===== config.mk =====
export PLATFORM = sky130hd
export DESIGN_NAME = rotabit_seq_flat
export DESIGN_NICKNAME = d
export VERILOG_FILES = /design/src/rtl/rotabit_seq_if.sv /design/src/rtl/rotabit_seq.sv /design/src/flat_wrapper.sv
export SDC_FILE = /design/constraint.sdc
export NUM_CORES = 1
export LEC_CHECK = 0
export CAP_MARGIN = 20
export CELL_PAD_IN_SITES_DETAIL_PLACEMENT = 2
export CELL_PAD_IN_SITES_GLOBAL_PLACEMENT = 2
export CORE_MARGIN = 1
export CORE_UTILIZATION = 35
export DETAILED_ROUTE_END_ITERATION = 10
export PLACE_DENSITY = 0.87
export SETUP_SLACK_MARGIN = 0.05
export SYNTH_ARGS = -nofsm -noshare
export SYNTH_HDL_FRONTEND = slang
export SYNTH_SLANG_ARGS = --single-unit

===== constraint.sdc =====
create_clock -name clk -period 3.3 [get_ports clk]
set_input_delay 0.495 -clock clk [delete_from_list [all_inputs] [get_ports clk]]
set_output_delay 0.495 -clock clk [all_outputs]
set_load 0.01 [all_outputs]

===== src/rtl/rotabit_seq_if.sv =====
// Command/status bundle between a sequencing controller and rotabit_seq.
// The run input exists only when ROTABIT_FREE_RUN_EN is defined.
interface rotabit_seq_if #(
    parameter int WIDTH  = 16,
    parameter int CNT_W  = 8,
    parameter int STEP_W = 4
);
    logic              load;
    logic [WIDTH-1:0]  din;
    logic              start;
    logic [CNT_W-1:0]  steps;
    logic [STEP_W-1:0] amt;
    logic              dir;
    logic              mode;
    logic [WIDTH-1:0]  x;
    logic              busy;
    logic              done;
`ifdef ROTABIT_FREE_RUN_EN
    logic              run;
`endif

    modport master (
`ifdef ROTABIT_FREE_RUN_EN
        output run,
`endif
        output load, din, start, steps, amt, dir, mode,
        input  x, busy, done
    );

    modport slave (
`ifdef ROTABIT_FREE_RUN_EN
        input  run,
`endif
        input  load, din, start, steps, amt, dir, mode,
        output x, busy, done
    );
endinterface


===== src/rtl/rotabit_seq.sv =====
// Programmable rotate/logical-shift sequencer: load a pattern, then run N barrel steps.
// Define ROTABIT_FREE_RUN_EN to add the legacy free-running rotate-left-by-1 in IDLE.
module rotabit_seq #(
    parameter int WIDTH  = 16,
    parameter int CNT_W  = 8,
    parameter int STEP_W = 4
) (
    input logic          clk,
    input logic          rst,
    rotabit_seq_if.slave bus
);
    localparam int unsigned W_U = WIDTH;

    typedef enum logic [1:0] {IDLE, RUN, DONE} state_t;

    state_t            state, state_nx;
    logic [WIDTH-1:0]  x_q, x_nx;
    logic [CNT_W-1:0]  cnt, cnt_nx;
    logic              busy_q, busy_nx;
    logic              done_q, done_nx;
    logic              latch;
    logic [STEP_W-1:0] amt_q;
    logic              dir_q;
    logic              mode_q;

    // Rotation via a doubled word: the wrapped bits fall into the kept half.
    function automatic logic [WIDTH-1:0] rot_op(input logic [WIDTH-1:0] v,
                                                input int unsigned s,
                                                input logic d);
        logic [2*WIDTH-1:0] dbl;
        int unsigned        eff;
        eff = s % W_U;
        dbl = {v, v};
        if (d) begin
            dbl = dbl >> eff;
            return dbl[WIDTH-1:0];
        end
        dbl = dbl << eff;
        return dbl[2*WIDTH-1:WIDTH];
    endfunction

    function automatic logic [WIDTH-1:0] shift_op(input logic [WIDTH-1:0] v,
                                                  input int unsigned s,
                                                  input logic d);
        if (s >= W_U) return '0;
        return d ? (v >> s) : (v << s);
    endfunction

    function automatic logic [WIDTH-1:0] step_op(input logic [WIDTH-1:0] v,
                                                 input int unsigned s,
                                                 input logic d,
                                                 input logic m);
        return m ? shift_op(v, s, d) : rot_op(v, s, d);
    endfunction

    always_comb begin
        state_nx = state;
        x_nx     = x_q;
        cnt_nx   = cnt;
        busy_nx  = busy_q;
        done_nx  = 1'b0;
        latch    = 1'b0;
        case (state)
            IDLE: begin
                busy_nx = 1'b0;
                if (bus.load) begin
                    x_nx = bus.din;
                end else if (bus.start) begin
                    latch = 1'b1;
                    if (bus.steps != '0) begin
                        cnt_nx   = bus.steps;
                        busy_nx  = 1'b1;
                        state_nx = RUN;
                    end else begin
                        done_nx  = 1'b1;
                        state_nx = DONE;
                    end
`ifdef ROTABIT_FREE_RUN_EN
                end else if (bus.run) begin
                    x_nx = rot_op(x_q, 32'd1, 1'b0);
`endif
                end
            end
            RUN: begin
                x_nx   = step_op(x_q, 32'(amt_q), dir_q, mode_q);
                cnt_nx = cnt - CNT_W'(1);
                if (cnt == CNT_W'(1)) begin
                    busy_nx  = 1'b0;
                    done_nx  = 1'b1;
                    state_nx = DONE;
                end
            end
            DONE: begin
                state_nx = IDLE;
            end
            default: begin
                busy_nx  = 1'b0;
                state_nx = IDLE;
            end
        endcase
    end

    always_ff @(posedge clk) begin
        if (!rst) begin
            state  <= IDLE;
            x_q    <= '0;
            cnt    <= '0;
            busy_q <= 1'b0;
            done_q <= 1'b0;
        end else begin
            state  <= state_nx;
            x_q    <= x_nx;
            cnt    <= cnt_nx;
            busy_q <= busy_nx;
            done_q <= done_nx;
        end
    end

    // Run parameters are frozen at start so mid-run input changes are harmless.
    always_ff @(posedge clk) begin
        if (latch) begin
            amt_q  <= bus.amt;
            dir_q  <= bus.dir;
            mode_q <= bus.mode;
        end
    end

    assign bus.x    = x_q;
    assign bus.busy = busy_q;
    assign bus.done = done_q;
endmodule

===== src/flat_wrapper.sv =====
// flat-port wrapper written by rule: the top's interface ports become plain ports
module rotabit_seq_flat 
#(
    parameter int WIDTH  = 16,
    parameter int CNT_W  = 8,
    parameter int STEP_W = 4
)
  (clk, rst, bus_load, bus_din, bus_start, bus_steps, bus_amt, bus_dir, bus_mode, bus_x, bus_busy, bus_done);
  rotabit_seq_if #(.WIDTH(WIDTH), .CNT_W(CNT_W), .STEP_W(STEP_W)) bus_i ();
  input logic clk;
  input logic rst;
  input wire logic [$bits(bus_i.load)-1:0] bus_load;
  input wire logic [$bits(bus_i.din)-1:0] bus_din;
  input wire logic [$bits(bus_i.start)-1:0] bus_start;
  input wire logic [$bits(bus_i.steps)-1:0] bus_steps;
  input wire logic [$bits(bus_i.amt)-1:0] bus_amt;
  input wire logic [$bits(bus_i.dir)-1:0] bus_dir;
  input wire logic [$bits(bus_i.mode)-1:0] bus_mode;
  output wire logic [$bits(bus_i.x)-1:0] bus_x;
  output wire logic [$bits(bus_i.busy)-1:0] bus_busy;
  output wire logic [$bits(bus_i.done)-1:0] bus_done;
  assign bus_i.load = bus_load;
  assign bus_i.din = bus_din;
  assign bus_i.start = bus_start;
  assign bus_i.steps = bus_steps;
  assign bus_i.amt = bus_amt;
  assign bus_i.dir = bus_dir;
  assign bus_i.mode = bus_mode;
  assign bus_x = bus_i.x;
  assign bus_busy = bus_i.busy;
  assign bus_done = bus_i.done;
  rotabit_seq #(.WIDTH(WIDTH), .CNT_W(CNT_W), .STEP_W(STEP_W)) u_core (.clk(clk), .rst(rst), .bus(bus_i));
endmodule

==> reports/summary.txt <==
Syn Std Cell Area: 5730 sq um
total detailed-routing wirelength: 36.9 mm
number of antenna violations at the first check in global routing: 2
clock transition time at the flip-flop clock pins of the worst setup and hold paths: 0.07 ns
std cell rows: 46
number of buffers inserted during clock tree synthesis: 5
hold-fix buffers at CTS: 0
sort of element at the end of the critical path: register
Max-slew headroom: 0.406
minimum clock period: 3.13 ns
list of most frequent post-synthesis cells: sky130_fd_sc_hd__nand2_1, sky130_fd_sc_hd__nor2_1, sky130_fd_sc_hd__clkbuf_1
dominant register cell in the synthesized netlist: sky130_fd_sc_hd__dfxtp_1
height of the die: 130 um
floorplan die width: 130 um
number of H-tree levels: 2
ANT nets after route: 0
Crit-path slowest cell: sky130_fd_sc_hd__dfxtp_1
worst vdd rail ir drop: 0.000299 V
number of synthesized register bits: 34
total power per unit cell area: 349 nW/um^2
unrepaired setup endpoints after global routing: false
Yosys cell types: 81
async set or reset register ratio after synthesis: 0
number of nets in the synthesized netlist: 794
CP arrival: 3.33 ns
buffer type at the clock tree root: sky130_fd_sc_hd__clkbuf_16
number of top-level pins: 52
number of enable flip-flop cells after synthesis: 6
worst path bufs/invs: 0
post-detailed-placement half-perimeter wirelength: 27.2 mm
instance count of the mapped netlist: 758
Crit path required time: 3.51 ns
core region area: 15900 sq um
cell type contributing the most total cell area after synthesis: sky130_fd_sc_hd__mux4_2
detailed-routing iteration count for the pre-antenna-repair pass: 5
top post-synthesis cells by area: sky130_fd_sc_hd__mux4_2, sky130_fd_sc_hd__dfxtp_1, sky130_fd_sc_hd__mux2i_1
crit path launch type: register
part of the power in the clock network: 0.262
sum of overflow across all layers after global routing: 0
number of remaining DRC errors: 0
slew at the pin with the worst max-slew slack: 0.889 ns
cell with the most instances after synthesis: sky130_fd_sc_hd__nand2_1
insertion delay of the later-clocked pin in the worst-skew pair: 0.31 ns
count of synthesis-stage warnings from yosys: 0
Switching Share: 0.450
critical path class: reg2reg
Starting Density: 0.360
routed vias: 7574
family with the most delay on the worst path: compound AO/OA/AOI/OAI gates
post-place setup slack: 0.154 ns
final number of max-transition violations: 0
run status: completed
maximum count of clock buffers along a single path: 2
Hold Path Class: reg2reg
layout cells sized above 1: 0.220
number of clock sinks: 34
LEAKAGE: 0.00262 uW
number of max-cap violations: 0
Port Buffers: 51
die area: 16900 sq um
Post-Synthesis Mean Instance Area: 7.56 sq um
combinational fraction of design power: 0.499
WL per Instance: 35.6 um
top achievable clock speed: 0.320 GHz
Layout Skew: 0.0110 ns
relative area change from synthesis to final layout: 24.1%
post-synthesis sequential area ratio: 0.129
via count of the first global-routing pass: 7525
drt via density: 7.30
period utilization: 0.948
maximum number of pins on one net before global-route repair: 43
top-area cell type share of the netlist area: 0.118
Crit Path Max Fanout: 15
share of power burned in registers: 0.238
cell-by-cell trace of the critical path: mux2_2 -> o22ai_1 -> o32ai_2 -> o32ai_1 -> a221oi_2 -> a21boi_0 -> o41ai_1
TritonCTS clock tree: done
layout net count: 856
highest cell delay on the worst timing path: 0.89 ns
GRT Overall Usage: 0.442
number of endpoints failing setup at the final stage: 0
weighted congestion at the end of routability-driven global placement: 1.08
hold violation total from the final report: 0
PnR worst setup slack: 0.173 ns
wire length of the first global-routing pass: 52.7 mm
post-route setup TNS: 0 ns
detailed router's first-iteration violation count: 922
net switching power: 1120 uW
internal power consumption: 1370 uW
-- cell usage in the layout (no fill, tap or decap), drive strengths merged, types with 7 or more instances in the layout --
master | Yosys | final
nor2 | 63 | 63
nor4 | 7 | 7
a22oi | 12 | 12
a211oi | 11 | 11
nand2b | 13 | 13
mux2i | 42 | 42
nor3 | 21 | 21
a31oi | 18 | 18
o22ai | 14 | 14
mux4 | 30 | 30
o32ai | 7 | 7
dfxtp | 28 | 28
nand3 | 18 | 18
mux2 | 24 | 24
clkdlybuf4s50 | 0 | 51
o21ai | 40 | 40
o221ai | 10 | 10
a41oi | 7 | 7
nor2b | 16 | 16
a221oi | 8 | 8
a21oi | 40 | 40
nand2 | 89 | 89
o211ai | 17 | 17
inv | 18 | 18
buf | 31 | 93
-- kinds of logic after synthesis --
group / after synthesis / share of synthesized area
AND/OR/NAND/NOR: 255 / 0.207
buffers and inverters: 109 / 0.0834
AO/OA/AOI/OAI: 262 / 0.336
adder cells (fa/ha/maj): 2 / 0.00436
multiplexers: 96 / 0.240
flip-flops: 34 / 0.129
-- layer usage --
| layer | global-route usage | vias to the layer above | wire, um |
|---|---|---|---|
| li1 | - | 3071 | - |
| met1 | 0.589 | 3830 | 14900 |
| met2 | 0.684 | 540 | 16400 |
| met3 | 0.0853 | 133 | 3670 |
| met4 | 0.220 | 0 | 1940 |
| met5 | 0 | - | 0 |
-- what timing repair did --
item | CTS | global route
buffers inserted | 0 | 4
resized for setup | 0 | 9
setup endpoints to repair | 0 | 12
-- power by group through the flow --
| stage | registers (uW) | logic (uW) | clock network (uW) |
|---|---|---|---|
| 3_5_place_dp | 586 | 1160 | 0 |
| 4_1_cts | 578 | 1180 | 643 |
| 3_3_place_gp | 583 | 1130 | 0 |
| 5_1_grt | 585 | 1280 | 663 |
| 6_report | 591 | 1240 | 651 |
| 2_1_floorplan | 510 | 686 | 0 |
-- metrics by stage --
stage	total power [uW]	instances	utilization	cell area, sq um	hold WS (ns)
floorplan	1200	758	-	5730	0.437
global placement	1710	1025	0.429	6840	0.454
detailed placement	1750	1025	0.429	6840	0.470
CTS	2400	1033	0.441	7030	0.480
global route	2530	1037	0.446	7110	0.511
finish	2480	1038	0.446	7110	0.473
-- final cells by class --
cell class / count / area, sq um
Inverter: 20 / 78.8
Sequential cell: 34 / 746
Multi-Input combinational cell: 615 / 4560
Tap cell: 216 / 270
Fill cell: 1845 / 8830
Clock buffer: 6 / 150
Timing Repair Buffer: 144 / 1270
Clock inverter: 2 / 38.8
Antenna cell: 1 / 2.50
-- worst min-delay path, cell delays in order (launching register included) --
cell	delay, ns
sky130_fd_sc_hd__dfxtp_1	0.32
sky130_fd_sc_hd__inv_1	0.05
sky130_fd_sc_hd__a21oi_1	0.05
-- worst paths after layout --
path                                 from                            end  slack, ns  depth (start not counted)
max          u_core.bus.x[6]$_SDFFE_PN0P_  u_core.bus.x[15]$_SDFFE_PN0P_       0.17                          7
min            u_core.cnt[7]$_SDFFE_PN0P_     u_core.cnt[7]$_SDFFE_PN0P_       0.47                          2
max reg2reg  u_core.bus.x[6]$_SDFFE_PN0P_  u_core.bus.x[15]$_SDFFE_PN0P_       0.17                          7
min reg2reg    u_core.cnt[7]$_SDFFE_PN0P_     u_core.cnt[7]$_SDFFE_PN0P_       0.47                          2
-- registers in the layout, indices dropped and copies added, names as in the netlist --
name / flops
u_core.bus.x: 16
u_core.cnt: 8
u_core.amt_q: 4
u_core.state: 2
u_core.bus.busy: 1
u_core.bus.done: 1
u_core.dir_q: 1
u_core.mode_q: 1
Power figures use the tool's default switching activity.
==> edit (same settings) <==
The 3 states of `state_t` get a one-hot encoding in 3 bits.
--- a/src/rtl/rotabit_seq.sv
+++ b/src/rtl/rotabit_seq.sv
@@ -11,7 +11,7 @@
 );
     localparam int unsigned W_U = WIDTH;
 
-    typedef enum logic [1:0] {IDLE, RUN, DONE} state_t;
+    typedef enum logic [2:0] {IDLE = 3'b001, RUN = 3'b010, DONE = 3'b100} state_t;
 
     state_t            state, state_nx;
     logic [WIDTH-1:0]  x_q, x_nx;
Behaviour: same outputs for any inputs over 4 cycles, from zero or initial values and one cycle with rst low; so few cycles prove little.
==> edit against the original RTL <==
The run now ends with negative setup slack left; cell area is 12% lower; hold slack better by 0.038 ns; worst setup slack worse by 0.20 ns; via count is 14% lower; wire length is 20% lower; sequential power is 8.5% lower; sequential cell count is 1 higher; first-iteration DRC count is 18% lower; area after synthesis is 14% lower; total power is 18% lower.
==> edit: results (changes against the original RTL) <==
initial antenna violation count 1 (was 2); maximum vdd drop 178.6 uV (was 299.3 uV); Setup Skew 0.007299 ns (was 0.01105 ns); Synth top cells by count nand2_1, nor2_1, a21oi_1, clkbuf_1, mux2i_1 (was nand2_1, nor2_1, clkbuf_1, a21oi_1, mux2i_1); Netlist cell types 74 (was 81); routed vias 6549 (was 7574); final worst slack -0.02908 ns (was 0.1732 ns); Overall Global Routing Usage 39.48% (was 44.23%); first-pass GRT wire length 42520 um (was 52700 um); Detailed Route WL 29640 um (was 36920 um); LEAKAGE 2.358 nW (was 2.619 nW); DR iter-0 viols 755 (was 922); share of cells above drive strength 1 21.56% (was 22.05%); failing checks negative setup slack; outcome finished with violations (was completed); Worst slew margin 45.32% (was 40.62%); Net Count, Synth 694 (was 794); DP Wirelength 21510 um (was 27210 um); vias in the first global route 6634 (was 7525); ant diodes 0 (was 1); Crit path arrival time 3.51 ns (was 3.33 ns); reg2reg start u_core.amt_q[0]$_DFFE_PP_ (was u_core.bus.x[6]$_SDFFE_PN0P_); register area share after synthesis 15.43% (was 12.92%); final setup fails 2 (was 0); crit-path max FO 14 (was 15); pin count of the biggest net entering global routing 36 (was 43); Layout Nets 768 (was 856); global placer's final weighted congestion 1.052 (was 1.082)
[edit: cell count changes after synthesis, moves of 6 or more]
cell	unedited run	this run
clkbuf_1	58	41
mux2_2	22	10
mux4_2	30	24
nand2_1	89	83
nand2b_1	13	5
nor2b_1	16	10
[edit: final timing paths]
| path | to | slack (ns) | depth (start not counted) |
|---|---|---|---|
| worst max-delay path | u_core.bus.x[9]$_SDFFE_PN0P_ | -0.03 | 10 |
| worst min-delay path | u_core.cnt[7]$_SDFFE_PN0P_ | 0.51 | 2 |
| worst max register to register | u_core.bus.x[9]$_SDFFE_PN0P_ | -0.03 | 10 |
| worst min register to register | u_core.cnt[7]$_SDFFE_PN0P_ | 0.51 | 2 |
[edit: kinds of logic (layout without fill, tap and decap cells)]
kind of cell	count (synthesis)	after routing	share of synthesized area [%]
mux	76	76	22.44
buf+inv	86	161	7.361
flops	35	35	15.43
fa+ha+maj	2	2	0.5075
compound gates	228	228	32.89
simple gates	231	231	21.37
[edit: layout make-up]
class	instances	area (um^2)
Fill cell	1556	7546
Multi-Input combinational cell	537	3871
Timing Repair Buffer	135	1187
Sequential cell	35	760.7
Tap cell	180	225.2
Clock buffer	5	125.1
Inverter	18	67.56
Clock inverter	3	43.79
[edit: layer usage]
metal  track usage (%)  part of all wire [%]  vias up
met3             7.689                    10      152
met4             24.23                   6.5        2
li1                  -                     -     2683
met2             62.32                    45      497
met1             49.49                    38     3215
met5                 0                 0.027        -
[edit: stage by stage]
step                      std cells  worst slack [ns]  setup TNS (ns)  hold WS (ns)  instance area, um^2
final                           913          -0.02908        -0.04226        0.5111                 6281
after detailed placement        900         0.0006635               0        0.4999                 5995
after floorplan                 658            0.5689               0        0.4374                 4930
after global placement          900           0.03594               0        0.4518                 5995
after global routing            913          -0.08132         -0.2443        0.5256                 6281
after CTS                       908           0.05344               0        0.5109                 6190
[edit: critical path, stage by stage, from the launching register on]
cell      delay, ns
edfxtp_1       0.45
buf_12         0.20
mux4_2         0.57
mux2i_2        0.34
mux2i_1        0.21
o211ai_1       0.30
buf_4          0.18
o21ai_1        0.10
a22oi_1        0.34
a31oi_1        0.15
o311a_1        0.36
[edit: repair_timing]
action	in CTS	in global routing
setup endpoints to repair	7	11
pin swaps	0	3
gates cloned	0	1
gates resized for setup	5	11
setup buffers	0	4
[edit: where the power goes]
part | switching [mW] | total (mW) | leakage (nW) | internal (mW)
clock | 0.226 | 0.584 | 0.0838 | 0.357
combinational | 0.538 | 0.921 | 1.98 | 0.383
sequential | 0.0773 | 0.541 | 0.294 | 0.463
